===== config.mk =====
export PLATFORM = sky130hd
export DESIGN_NAME = ask_uart_tx_p
export DESIGN_NICKNAME = d
export VERILOG_FILES = /design/src/rtl/ask_uart_pkg.sv /design/src/rtl/ask_uart_fifo.sv /design/src/rtl/ask_uart_tx_p.sv
export SDC_FILE = /design/constraint.sdc
export NUM_CORES = 1
export LEC_CHECK = 0
export CELL_PAD_IN_SITES_DETAIL_PLACEMENT = 2
export CELL_PAD_IN_SITES_GLOBAL_PLACEMENT = 2
export CORE_ASPECT_RATIO = 0.7
export CORE_MARGIN = 2
export CORE_UTILIZATION = 39
export CTS_CLUSTER_DIAMETER = 80
export DETAILED_ROUTE_END_ITERATION = 16
export PLACE_DENSITY = 0.81
export SYNTH_ARGS = -nofsm -noshare
export SYNTH_HDL_FRONTEND = slang
export SYNTH_SLANG_ARGS = --single-unit

===== constraint.sdc =====
create_clock -name clk -period 3.6 [get_ports clk]
set_input_delay 0.54 -clock clk [delete_from_list [all_inputs] [get_ports clk]]
set_output_delay 0.54 -clock clk [all_outputs]
set_load 0.005 [all_outputs]

===== src/rtl/ask_uart_pkg.sv =====
// Shared types, codes and helpers for the ASK-modulated UART transmitter.
package ask_uart_pkg;

    localparam int unsigned DIV_W      = 16;
    localparam int unsigned MIN_CLKDIV = 4;

    typedef enum logic [2:0] {
        ST_IDLE   = 3'd0,
        ST_START  = 3'd1,
        ST_DATA   = 3'd2,
        ST_PARITY = 3'd3,
        ST_STOP   = 3'd4,
        ST_BREAK  = 3'd5
    } state_e;

    typedef enum logic [1:0] {
        PAR_NONE     = 2'b00,
        PAR_EVEN     = 2'b01,
        PAR_ODD      = 2'b10,
        PAR_NONE_ALT = 2'b11
    } parity_e;

    localparam logic [1:0] ASK_MARK     = 2'b00;
    localparam logic [1:0] ASK_SPACE_LO = 2'b01;
    localparam logic [1:0] ASK_SPACE_HI = 2'b11;

    // Bit period actually used: short divisors are stretched to the minimum.
    function automatic logic [DIV_W-1:0] eff_div(input logic [DIV_W-1:0] clkdiv);
        return (clkdiv < DIV_W'(MIN_CLKDIV)) ? DIV_W'(MIN_CLKDIV) : clkdiv;
    endfunction

    // Space is split into two low/high quarter pairs so the carrier stays glitch-free.
    function automatic logic [1:0] ask_encode(input logic              line,
                                              input logic [DIV_W-1:0] p,
                                              input logic [DIV_W-1:0] div);
        logic [DIV_W-1:0] q;
        logic [DIV_W-1:0] h;
        q = div >> 2;
        h = div >> 1;
        if (line) begin
            return ASK_MARK;
        end
        if ((p <= q) || ((p > h) && (p <= DIV_W'(h + q)))) begin
            return ASK_SPACE_LO;
        end
        return ASK_SPACE_HI;
    endfunction

endpackage


===== src/rtl/ask_uart_fifo.sv =====
// First-word-fall-through character FIFO with registered level/full/overflow.
module ask_uart_fifo #(
    parameter int unsigned DATA_BITS = 8,
    parameter int unsigned DEPTH     = 16
) (
    input  logic                   clk,
    input  logic                   rst_n,
    input  logic [DATA_BITS-1:0]   wr_data,
    input  logic                   wr_en,
    input  logic                   rd_en,
    output logic [DATA_BITS-1:0]   rd_data_c,
    output logic                   empty_c,
    output logic [$clog2(DEPTH):0] level,
    output logic                   full,
    output logic                   overflow
);

    localparam int unsigned PTR_W = $clog2(DEPTH);
    localparam int unsigned LVL_W = PTR_W + 1;

    logic [DATA_BITS-1:0] mem_q [DEPTH];
    logic [PTR_W-1:0]     wptr_q, wptr_d;
    logic [PTR_W-1:0]     rptr_q, rptr_d;
    logic [LVL_W-1:0]     level_q, level_d;
    logic                 full_q, full_d;
    logic                 overflow_q, overflow_d;
    logic                 wr_ok_c;
    logic                 rd_ok_c;

    assign empty_c   = (level_q == '0);
    assign rd_data_c = mem_q[rptr_q];
    assign level     = level_q;
    assign full      = full_q;
    assign overflow  = overflow_q;

    // A write into a full FIFO is still accepted when a pop frees a slot that cycle.
    always_comb begin
        rd_ok_c    = rd_en && !empty_c;
        wr_ok_c    = wr_en && (!full_q || rd_ok_c);
        overflow_d = wr_en && !wr_ok_c;
        wptr_d     = wr_ok_c ? wptr_q + PTR_W'(1) : wptr_q;
        rptr_d     = rd_ok_c ? rptr_q + PTR_W'(1) : rptr_q;
        case ({wr_ok_c, rd_ok_c})
            2'b10:   level_d = level_q + LVL_W'(1);
            2'b01:   level_d = level_q - LVL_W'(1);
            default: level_d = level_q;
        endcase
        full_d = (level_d == LVL_W'(DEPTH));
    end

    always_ff @(posedge clk) begin
        if (wr_ok_c) begin
            mem_q[wptr_q] <= wr_data;
        end
    end

    always_ff @(posedge clk or negedge rst_n) begin
        if (!rst_n) begin
            wptr_q     <= '0;
            rptr_q     <= '0;
            level_q    <= '0;
            full_q     <= 1'b0;
            overflow_q <= 1'b0;
        end else begin
            wptr_q     <= wptr_d;
            rptr_q     <= rptr_d;
            level_q    <= level_d;
            full_q     <= full_d;
            overflow_q <= overflow_d;
        end
    end

endmodule


===== src/rtl/ask_uart_tx_p.sv =====
// Parametrised UART transmitter: FIFO-buffered framing, parity, break, ASK line encoding.
module ask_uart_tx_p
    import ask_uart_pkg::*;
#(
    parameter int unsigned DATA_BITS = 8,
    parameter int unsigned DEPTH     = 16
) (
    input  logic                   clk,
    input  logic                   rst_n,
    input  logic [DATA_BITS-1:0]   fifo_in,
    input  logic                   fifo_write,
    output logic [$clog2(DEPTH):0] fifo_level,
    output logic                   fifo_full,
    output logic                   fifo_overflow,
    input  logic [15:0]            clkdiv,
    input  logic [1:0]             parity_mode,
    input  logic                   two_stop,
    input  logic                   send_break,
    output logic                   busy,
    output logic                   tx_done,
    output logic                   baudclk,
    output logic                   tx,
    output logic [1:0]             ask_tx
);

    localparam int unsigned BIT_W = $clog2(DATA_BITS);

    state_e               state_q, state_d;
    logic [DIV_W-1:0]     p_q, p_d;
    logic [DIV_W-1:0]     div_q, div_d;
    logic [BIT_W-1:0]     bit_q, bit_d;
    logic [DATA_BITS-1:0] sh_q, sh_d;
    logic                 par_en_q, par_en_d;
    logic                 par_q, par_d;
    logic                 two_q, two_d;
    logic                 brk_q, brk_d;
    logic                 tx_q, tx_d;
    logic                 busy_q, busy_d;
    logic                 done_q, done_d;
    logic                 baud_q, baud_d;
    logic [1:0]           ask_q, ask_d;

    logic                 pop_c;
    logic                 load_c;
    logic                 last_c;
    logic [DIV_W-1:0]     p_next_c;
    logic                 fifo_empty_c;
    logic [DATA_BITS-1:0] fifo_data_c;
    parity_e              pmode_c;

    ask_uart_fifo #(
        .DATA_BITS (DATA_BITS),
        .DEPTH     (DEPTH)
    ) u_fifo (
        .clk       (clk),
        .rst_n     (rst_n),
        .wr_data   (fifo_in),
        .wr_en     (fifo_write),
        .rd_en     (pop_c),
        .rd_data_c (fifo_data_c),
        .empty_c   (fifo_empty_c),
        .level     (fifo_level),
        .full      (fifo_full),
        .overflow  (fifo_overflow)
    );

    assign pmode_c  = parity_e'(parity_mode);
    assign last_c   = (p_q == div_q);
    assign p_next_c = last_c ? DIV_W'(1) : p_q + DIV_W'(1);

    // Next-state, frame sequencing and registered output values.
    always_comb begin
        state_d  = state_q;
        p_d      = p_q;
        div_d    = div_q;
        bit_d    = bit_q;
        sh_d     = sh_q;
        par_en_d = par_en_q;
        par_d    = par_q;
        two_d    = two_q;
        brk_d    = brk_q;
        done_d   = 1'b0;
        load_c   = 1'b0;
        pop_c    = 1'b0;

        case (state_q)
            ST_IDLE: begin
                if (send_break) begin
                    state_d = ST_BREAK;
                    div_d   = eff_div(clkdiv);
                    p_d     = DIV_W'(1);
                end else if (!fifo_empty_c) begin
                    load_c = 1'b1;
                end
            end
            ST_START: begin
                p_d = p_next_c;
                if (last_c) begin
                    state_d = ST_DATA;
                    bit_d   = '0;
                end
            end
            ST_DATA: begin
                p_d = p_next_c;
                if (last_c) begin
                    if (bit_q == BIT_W'(DATA_BITS - 1)) begin
                        state_d = par_en_q ? ST_PARITY : ST_STOP;
                        bit_d   = '0;
                    end else begin
                        bit_d = bit_q + BIT_W'(1);
                        sh_d  = sh_q >> 1;
                    end
                end
            end
            ST_PARITY: begin
                p_d = p_next_c;
                if (last_c) begin
                    state_d = ST_STOP;
                end
            end
            ST_STOP: begin
                p_d = p_next_c;
                if (last_c) begin
                    // The mark bit closing a break is always single and never reports done.
                    if (brk_q || !two_q || (bit_q != '0)) begin
                        done_d = !brk_q;
                        brk_d  = 1'b0;
                        if (!send_break && !fifo_empty_c) begin
                            load_c = 1'b1;
                        end else begin
                            state_d = ST_IDLE;
                        end
                    end else begin
                        bit_d = BIT_W'(1);
                    end
                end
            end
            ST_BREAK: begin
                p_d = p_next_c;
                if (last_c && !send_break) begin
                    state_d = ST_STOP;
                    bit_d   = '0;
                    brk_d   = 1'b1;
                end
            end
            default: begin
                state_d = ST_IDLE;
            end
        endcase

        // Frame configuration is captured only here, so mid-frame changes wait a frame.
        if (load_c) begin
            pop_c    = 1'b1;
            state_d  = ST_START;
            p_d      = DIV_W'(1);
            div_d    = eff_div(clkdiv);
            bit_d    = '0;
            sh_d     = fifo_data_c;
            par_en_d = (pmode_c == PAR_EVEN) || (pmode_c == PAR_ODD);
            par_d    = (^fifo_data_c) ^ (pmode_c == PAR_ODD);
            two_d    = two_stop;
            brk_d    = 1'b0;
        end

        case (state_d)
            ST_START:  tx_d = 1'b0;
            ST_BREAK:  tx_d = 1'b0;
            ST_DATA:   tx_d = sh_d[0];
            ST_PARITY: tx_d = par_d;
            default:   tx_d = 1'b1;
        endcase

        busy_d = (state_d != ST_IDLE);
        baud_d = busy_d && (p_d == DIV_W'(1));
        ask_d  = ask_encode(tx_q, p_q, div_q);
    end

    always_ff @(posedge clk or negedge rst_n) begin
        if (!rst_n) begin
            state_q  <= ST_IDLE;
            p_q      <= DIV_W'(1);
            div_q    <= DIV_W'(MIN_CLKDIV);
            bit_q    <= '0;
            sh_q     <= '0;
            par_en_q <= 1'b0;
            par_q    <= 1'b0;
            two_q    <= 1'b0;
            brk_q    <= 1'b0;
            tx_q     <= 1'b1;
            busy_q   <= 1'b0;
            done_q   <= 1'b0;
            baud_q   <= 1'b0;
            ask_q    <= ASK_MARK;
        end else begin
            state_q  <= state_d;
            p_q      <= p_d;
            div_q    <= div_d;
            bit_q    <= bit_d;
            sh_q     <= sh_d;
            par_en_q <= par_en_d;
            par_q    <= par_d;
            two_q    <= two_d;
            brk_q    <= brk_d;
            tx_q     <= tx_d;
            busy_q   <= busy_d;
            done_q   <= done_d;
            baud_q   <= baud_d;
            ask_q    <= ask_d;
        end
    end

    assign tx      = tx_q;
    assign busy    = busy_q;
    assign tx_done = done_q;
    assign baudclk = baud_q;
    assign ask_tx  = ask_q;

endmodule


# [Word level (Yosys, flattened, before mapping)]
# Memory sizes are Yosys's and may differ from the RTL's.
# Index checks and enable logic that the tools add are counted.
[word_totals] reg_bits=71 ramBits=128 in_bits=31 elab_cells=151 mem_count=1
[memory_table] memory="u_fifo.mem_q" depth=16 width=8 rd=1 rd_clocked_by_memory_dff=0 wr=1 line_no="ask_uart_fifo.sv:21" source="logic [DATA_BITS-1:0] mem_q [DEPTH];"
[classes] add_sub_neg=7 magnitude_cmp=4 n_eq_ne=24 muxes=59 bitwise=1 n_reduce_logical=35
[op_table] op="$mux W16" count=7
[op_table] op="$mux W3" count=18
[op_table] op="$mux W8" count=4
[op_table] op="$pmux W16 S2" count=1
[op_table] op="$mux W1" count=19
[op_table] op="$ne A3 B3 Y1 const B" count=6
[op_table] op="$pmux W3 S6" count=1
[op_table] op="$add A15 B14 Y16" count=1
[op_table] op="$add A16 B1 Y16 const B" count=1
[op_table] op="$eq A16 B1 Y1 const B" count=1
[op_table] op="$eq A16 B16 Y1" count=1
[op_table] op="$gt A16 B15 Y1" count=1
[op_table] op="$le A16 B14 Y1" count=1
[op_table] op="$le A16 B16 Y1" count=1
[op_table] op="$lt A16 B3 Y1 const B" count=1
[op_table] op="$eq A3 B2 Y1 const B" count=4
[op_table] op="$eq A3 B3 Y1 const B" count=4
[op_table] op="$pmux W3 S4" count=1
[op_table] op="$pmux W5 S2" count=1
[op_table] op="$reduce_bool A3 Y1" count=3
[op_table] op="$add A4 B1 Y4 const B" count=2
[op_table] op="$mux W2" count=4
[op_table] op="$reduce_bool A2 Y1" count=4
[op_table] op="$reduce_xor A8 Y1" count=1
[op_table] op="other kinds (23)" count=42

# [Depth between registers and ports, before layout]
[logic_depth] depth_word=14 mapped_depth=21 ltp_nobuf=19

# [Hierarchy]
# Synthesis repeated with hierarchy kept, for this count alone.
[hier_totals] cells_unflattened=861 area_unflattened_um2=10800.4
[by_module_without_submodules] mod="ask_uart_fifo" n_inst=1 cells_per_inst=296 area_each_um2=5830.6
[by_module_without_submodules] mod="ask_uart_tx_p" n_inst=1 cells_per_inst=565 area_each_um2=4969.8

# [Worst setup path before layout]
# OpenSTA, ideal clock, no wires.
[synth_timing] kind="register -> register" startpoint="reg p_q[3]" endpoint="reg u_fifo.full_q, in the netlist u_fifo.full" t_arrival_ns=3.837 required_time_ns=3.499 setup_slack_ns=-0.338 path_stages_with_launch=21 path_buffers=4 synth_period_minus_slack_ns=3.938 cell_sequence="dfrtp_1 -> xor2_1 -> nor4_4 -> nand4_4 -> o21ai_2 -> nand2_1 -> inv_1 -> buf_4 -> clkbuf_1 -> clkbuf_1 -> ha_1 -> clkbuf_1 -> xor2_1 -> ha_1 -> a21o_1 -> a22oi_1 -> o21ai_0 -> nand2b_1 -> xnor2_1 -> nand2b_1 -> nor4_1"
[synth_between] elab_chain_len=10 elab_cells_between_ends=11 cone_classes="eq/ne: 4; mux: 4; reduce/logical: 3"
[synth_lines] item="start, declared" line_no="ask_uart_tx_p.sv:29" source="logic [DIV_W-1:0] p_q, p_d;"
[synth_lines] item="start signal, assigned" line_no="ask_uart_tx_p.sv:196" source="p_q <= p_d;"
[synth_lines] item="$eq A16 B16 Y1 *" line_no="ask_uart_tx_p.sv:68" source="assign last_c = (p_q == div_q);"
[synth_lines] item="$mux W1 *" line_no="ask_uart_tx_p.sv:123" source="if (last_c) begin"
[synth_lines] item="$pmux W1 S2 *" line_no="ask_uart_tx_p.sv:86" source="case (state_q)"
[synth_lines] item="$mux W1 *" line_no="ask_uart_tx_p.sv:152" source="if (load_c) begin"
[synth_lines] item="$logic_and A1 B1 Y1 *" line_no="ask_uart_fifo.sv:38" source="rd_ok_c = rd_en && !empty_c;"
[synth_lines] item="via u_fifo.rd_ok_c" line_no="ask_uart_fifo.sv:28" source="logic rd_ok_c;"
[synth_lines] item="$logic_or A1 B1 Y1" line_no="ask_uart_fifo.sv:39" source="wr_ok_c = wr_en && (!full_q || rd_ok_c);"
[synth_lines] item="$logic_and A1 B1 Y1" line_no="ask_uart_fifo.sv:39"
[synth_lines] item="$eq A2 B1 Y1 or $eq A2 B2 Y1 (tied branches)" line_no="ask_uart_fifo.sv:43" source="case ({wr_ok_c, rd_ok_c})"
[synth_lines] item="$pmux W5 S2 *" line_no="ask_uart_fifo.sv:43"
[synth_lines] item="via u_fifo.level_d[4]" line_no="ask_uart_fifo.sv:24" source="logic [LVL_W-1:0] level_q, level_d;"
[synth_lines] item="$eq A5 B5 Y1 *" line_no="ask_uart_fifo.sv:48" source="full_d = (level_d == LVL_W'(DEPTH));"
[synth_lines] item="via u_fifo.full_d" line_no="ask_uart_fifo.sv:25" source="logic full_q, full_d;"
[synth_lines] item="end signal, assigned" line_no="ask_uart_fifo.sv:68" source="full_q <= full_d;"
[synth_lines] item="end, declared" line_no="ask_uart_fifo.sv:25"
# Mark *: on every way through the listed nets, which the timed path passes. The rest lies on a longest branch.
# A chain may end at the register's enable or synchronous reset.

# [Worst setup path in the final report]
[layout_timing] startpoint="reg div_q[2]" endpoint="reg u_fifo.full_q, in the netlist u_fifo.full"
[layout_between] elab_chain_len=10 elab_cells_between_ends=11 cone_classes="eq/ne: 4; mux: 4; reduce/logical: 3"
[layout_lines] item="start, declared" line_no="ask_uart_tx_p.sv:30" source="logic [DIV_W-1:0] div_q, div_d;"
[layout_lines] item="start signal, assigned" line_no="ask_uart_tx_p.sv:182" source="div_q <= DIV_W'(MIN_CLKDIV);"
[layout_lines] item="start signal, assigned" line_no="ask_uart_tx_p.sv:197" source="div_q <= div_d;"
[layout_lines] item="$eq A16 B16 Y1 *" line_no="ask_uart_tx_p.sv:68"
[layout_lines] item="$mux W1 *" line_no="ask_uart_tx_p.sv:123"
[layout_lines] item="$pmux W1 S2 *" line_no="ask_uart_tx_p.sv:86"
[layout_lines] item="$mux W1 *" line_no="ask_uart_tx_p.sv:152"
[layout_lines] item="$logic_and A1 B1 Y1 *" line_no="ask_uart_fifo.sv:38"
[layout_lines] item="$logic_or A1 B1 Y1" line_no="ask_uart_fifo.sv:39"
[layout_lines] item="$logic_and A1 B1 Y1" line_no="ask_uart_fifo.sv:39"
[layout_lines] item="$eq A2 B1 Y1 or $eq A2 B2 Y1 (tied branches)" line_no="ask_uart_fifo.sv:43"
[layout_lines] item="$pmux W5 S2 *" line_no="ask_uart_fifo.sv:43"
[layout_lines] item="via u_fifo.level_d[4]" line_no="ask_uart_fifo.sv:24"
[layout_lines] item="$eq A5 B5 Y1 *" line_no="ask_uart_fifo.sv:48"
[layout_lines] item="via u_fifo.full_d" line_no="ask_uart_fifo.sv:25"
# Marked as above.

==> impl_metrics.py <==
metrics = {
    "grt": {
        "grt_usage_pct": 30.1,
        "grt_pass1_wl_microns": 62300,
        "grt_max_degree": 72,
        "overflow": 0,
        "grt_pass1_vias": 8896,
        "antenna_found_initial": 0,
    },
    "place": {
        "io_buffers": 43,
        "gp_congestion": 0.816,
        "place_inst": 1291,
        "dp_hpwl_microns": 27100,
    },
    "drt": {
        "drtAntennaViolNets": 0,
        "totalWireLength_microns": 42500,
        "drt_drc_violations_left": 0,
        "firstDrtPassIters": 5,
        "num_vias": 8278,
        "vias_per_cell": 6.17,
        "drt_iter0_markers": 748,
        "wire_per_inst_microns": 31.7,
    },
    "synthesis": {
        "synthTopCellsByArea": "edfxtp_1, dfrtp_1, ha_1, mux2i_1, mux4_2",
        "synth_edf_count": 128,
        "ys_seq_area_share_pct": 53.1,
        "synth_top_area_share_pct": 36.3,
        "async_reset_ff_share_pct": 35.7,
        "synth_top_area_cell": "edfxtp_1",
        "synth_cell_types": 65,
        "synth-seq-cells": 199,
        "yosysMostFrequentCell": "edfxtp_1",
        "yosys_warnings": 0,
        "ys_top_cells_by_count": "edfxtp_1, ha_1, dfrtp_1, nand2_1",
        "synth_cells": 858,
        "syn_nets": 963,
        "syn-cell-area_sq_um": 10600,
        "ys.flop_type": "edfxtp_1",
        "avgSynthCellArea_sq_um": 12.3,
    },
    "cts": {
        "cts_max_level": 4,
        "clock_sink_count": 199,
        "numCtsBuffers": 17,
        "clk_pin_slew_ps": 80,
        "insertion_delay_ps": 470,
        "cts_hold_buf": 0,
        "root_buffer": "clkbuf_16",
        "cts_tree": "built",
        "cts.path.max_buffers": 2,
    },
    "layout": {
        "final_nets": 1069,
        "final_core_util_pct": 47.5,
        "final_cell_count_no_fill": 1341,
        "fill_cells": 2608,
        "syn_to_final_growth_pct": 20.0,
        "n_antenna_cell": 0,
        "drive_gt1_share_pct": 20.6,
    },
    "timing": {
        "setup_viol": 3,
        "rsz0062_at_grt": "true",
        "fmax_ghz": 0.265,
        "drv_slew": 0,
        "fin_ws_ps": -173,
        "hold_viol_final": 0,
        "slew_headroom_pct": 31.0,
        "clock-skew-final_ps": 19.0,
        "setup_tns_ps": -430,
        "period_share_pct": 105,
        "period_minus_slack_ps": 3770,
        "tightest_slew_ps": 1040,
    },
    "floorplanning": {
        "placementRows": 50,
        "die_area_sq_um": 28500,
        "coreArea_sq_um": 26700,
        "die_h_microns": 142,
        "die_w_microns": 201,
        "start_util_pct": 39.6,
        "pin_count": 44,
    },
    "setup_path": {
        "cp.arrival_ps": 4130,
        "r2r_cells": 20,
        "cp-start-kind": "flip-flop",
        "rr_endpoint": "u_fifo.full",
        "crit_slowest_cell": "dfstp_2",
        "cp_slowest_stage_delay_ps": 560,
        "reg2reg_slack_ps": -170,
        "cp_max_fo": 4,
        "critPathCaptureType": "flip-flop",
        "r2r-start": "div_q[2]",
        "crit_chain": "buf_6, buf_6, xor2_4, nor4_4, nand4_4, o21ai_4, nand2_2, nand2_1, and2_4, inv_4, ha_4, xor2_2, ha_2, a21o_1, a22oi_2, o21ai_1, nand2b_1, xnor2_2, nand2b_1, nor4_4",
        "critPathKind": "reg -> reg",
        "required_ps": 3960,
    },
    "status": {
        "violations": "negative setup slack",
        "status": "complete, but fails checks",
    },
    "pwr": {
        "power_leakage_nw": 4.84,
        "ir_worst_vdd_uv": 396,
        "power_density_nw_per_um2": 435,
    },
    "run": {
        "max_cap_violations": 0,
    },
    "min_path": {
        "hp-class": "in -> async",
    },
}
==> how the worst max path moves through the flow <==
stage / cells after the start / end / start
after floorplan: 20 / u_fifo.full / p_q[3]
after global placement: 17 / ask_tx[1] / div_q[2]
after detailed placement: 17 / ask_tx[1] / div_q[2]
after CTS: 17 / ask_tx[1] / div_q[2]
after global routing: 17 / ask_tx[1] / div_q[2]
final: 20 / u_fifo.full / div_q[2]
==> per-layer routing <==
layer / share of wire, % / vias to the layer above / track usage, %
li1: - / 3427 / -
met2: 47 / 384 / 49.2
met1: 44 / 4369 / 40.2
met5: 0 / - / 0
met4: 3.2 / 0 / 11.3
met3: 6.3 / 98 / 5.67
==> stage by stage <==
stage | hold WS [ps] | power [W] | instance area [sq um] | worst slack, ps
floorplan | 244 | 0.00310 | 10600 | -14.7
global placement | 458 | 0.00344 | 11800 | -210
detailed placement | 463 | 0.00355 | 11800 | -477
CTS | 263 | 0.00547 | 12600 | -33.1
global route | 309 | 0.00567 | 12700 | -333
finish | 227 | 0.00553 | 12700 | -173
==> power by group <==
group,leakage (nW),switching (W),internal (W),total [W]
Sequential,1.99,0.000145,0.00264,0.00279
Clock,0.271,0.000985,0.000935,0.00192
Combinational,2.59,0.000500,0.000320,0.000820
Total,4.84,0.00163,0.00390,0.00553
==> layout by cell type, fill, tap and decap left out, types with 14 or more instances in the layout <==
master,count
clkbuf_16,17
xnor2_1,22
a22oi_1,14
a21o_1,17
mux2i_1,39
buf_4,75
a221oi_1,16
o21a_1,17
edfxtp_1,128
a21oi_1,32
mux4_2,16
dfrtp_1,64
inv_1,36
clkdlybuf4s50_1,42
o21ai_0,35
mux2_2,15
nor2_1,37
ha_1,70
xor2_1,24
nand2_1,62
==> sequential cells by signal, summed over array words and instances (netlist names) <==
register         count
tx                   1
tx_done              1
u_fifo.full          1
sh_q                 8
p_q                 16
div_q               16
state_q              3
two_q                1
bit_q                3
brk_q                1
u_fifo.rptr_q        4
baudclk              1
par_en_q             1
u_fifo.wptr_q        4
u_fifo.level         5
par_q                1
busy                 1
ask_tx               2
u_fifo.overflow      1
u_fifo.mem_q       128
==> cell type report <==
class / instances / area (sq um) / share of cell area [%]
clock inverters: 12 / 97.6 / 0.769
flip-flops and latches: 199 / 5630 / 44.3
clock buffers: 20 / 457 / 3.60
well taps: 364 / 455 / 3.59
repair buffers: 122 / 1060 / 8.33
inverters: 37 / 141 / 1.11
multi-input cells: 587 / 4860 / 38.3
==> kinds of logic after synthesis <==
family	after synthesis	synth area share, %
XOR/XNOR	51	4.22
AO/OA/AOI/OAI	179	11.2
multiplexers	70	8.69
buffers and inverters	72	2.99
adder cells (fa/ha/maj)	74	8.82
flip-flops	199	53.1
AND/OR/NAND/NOR	213	11.0
==> worst max-delay path: cells and delay by family (launching register included) <==
kind	cells	cell delay (ps)
AOI/OAI and AO/OA	4	680
xor gates and xnor gates	3	360
adders and majority gates	2	380
buffers and inverters	3	290
DFF	1	560
and+or+nand+nor	8	1380
==> repair_timing <==
action	in CTS	in global routing
gates resized for setup	36	21
endpoints found under the hold margin	0	0
buffers inserted	16	4
setup endpoints to repair	35	36
pin swaps	36	7
(Power assumes the default switching activity.)
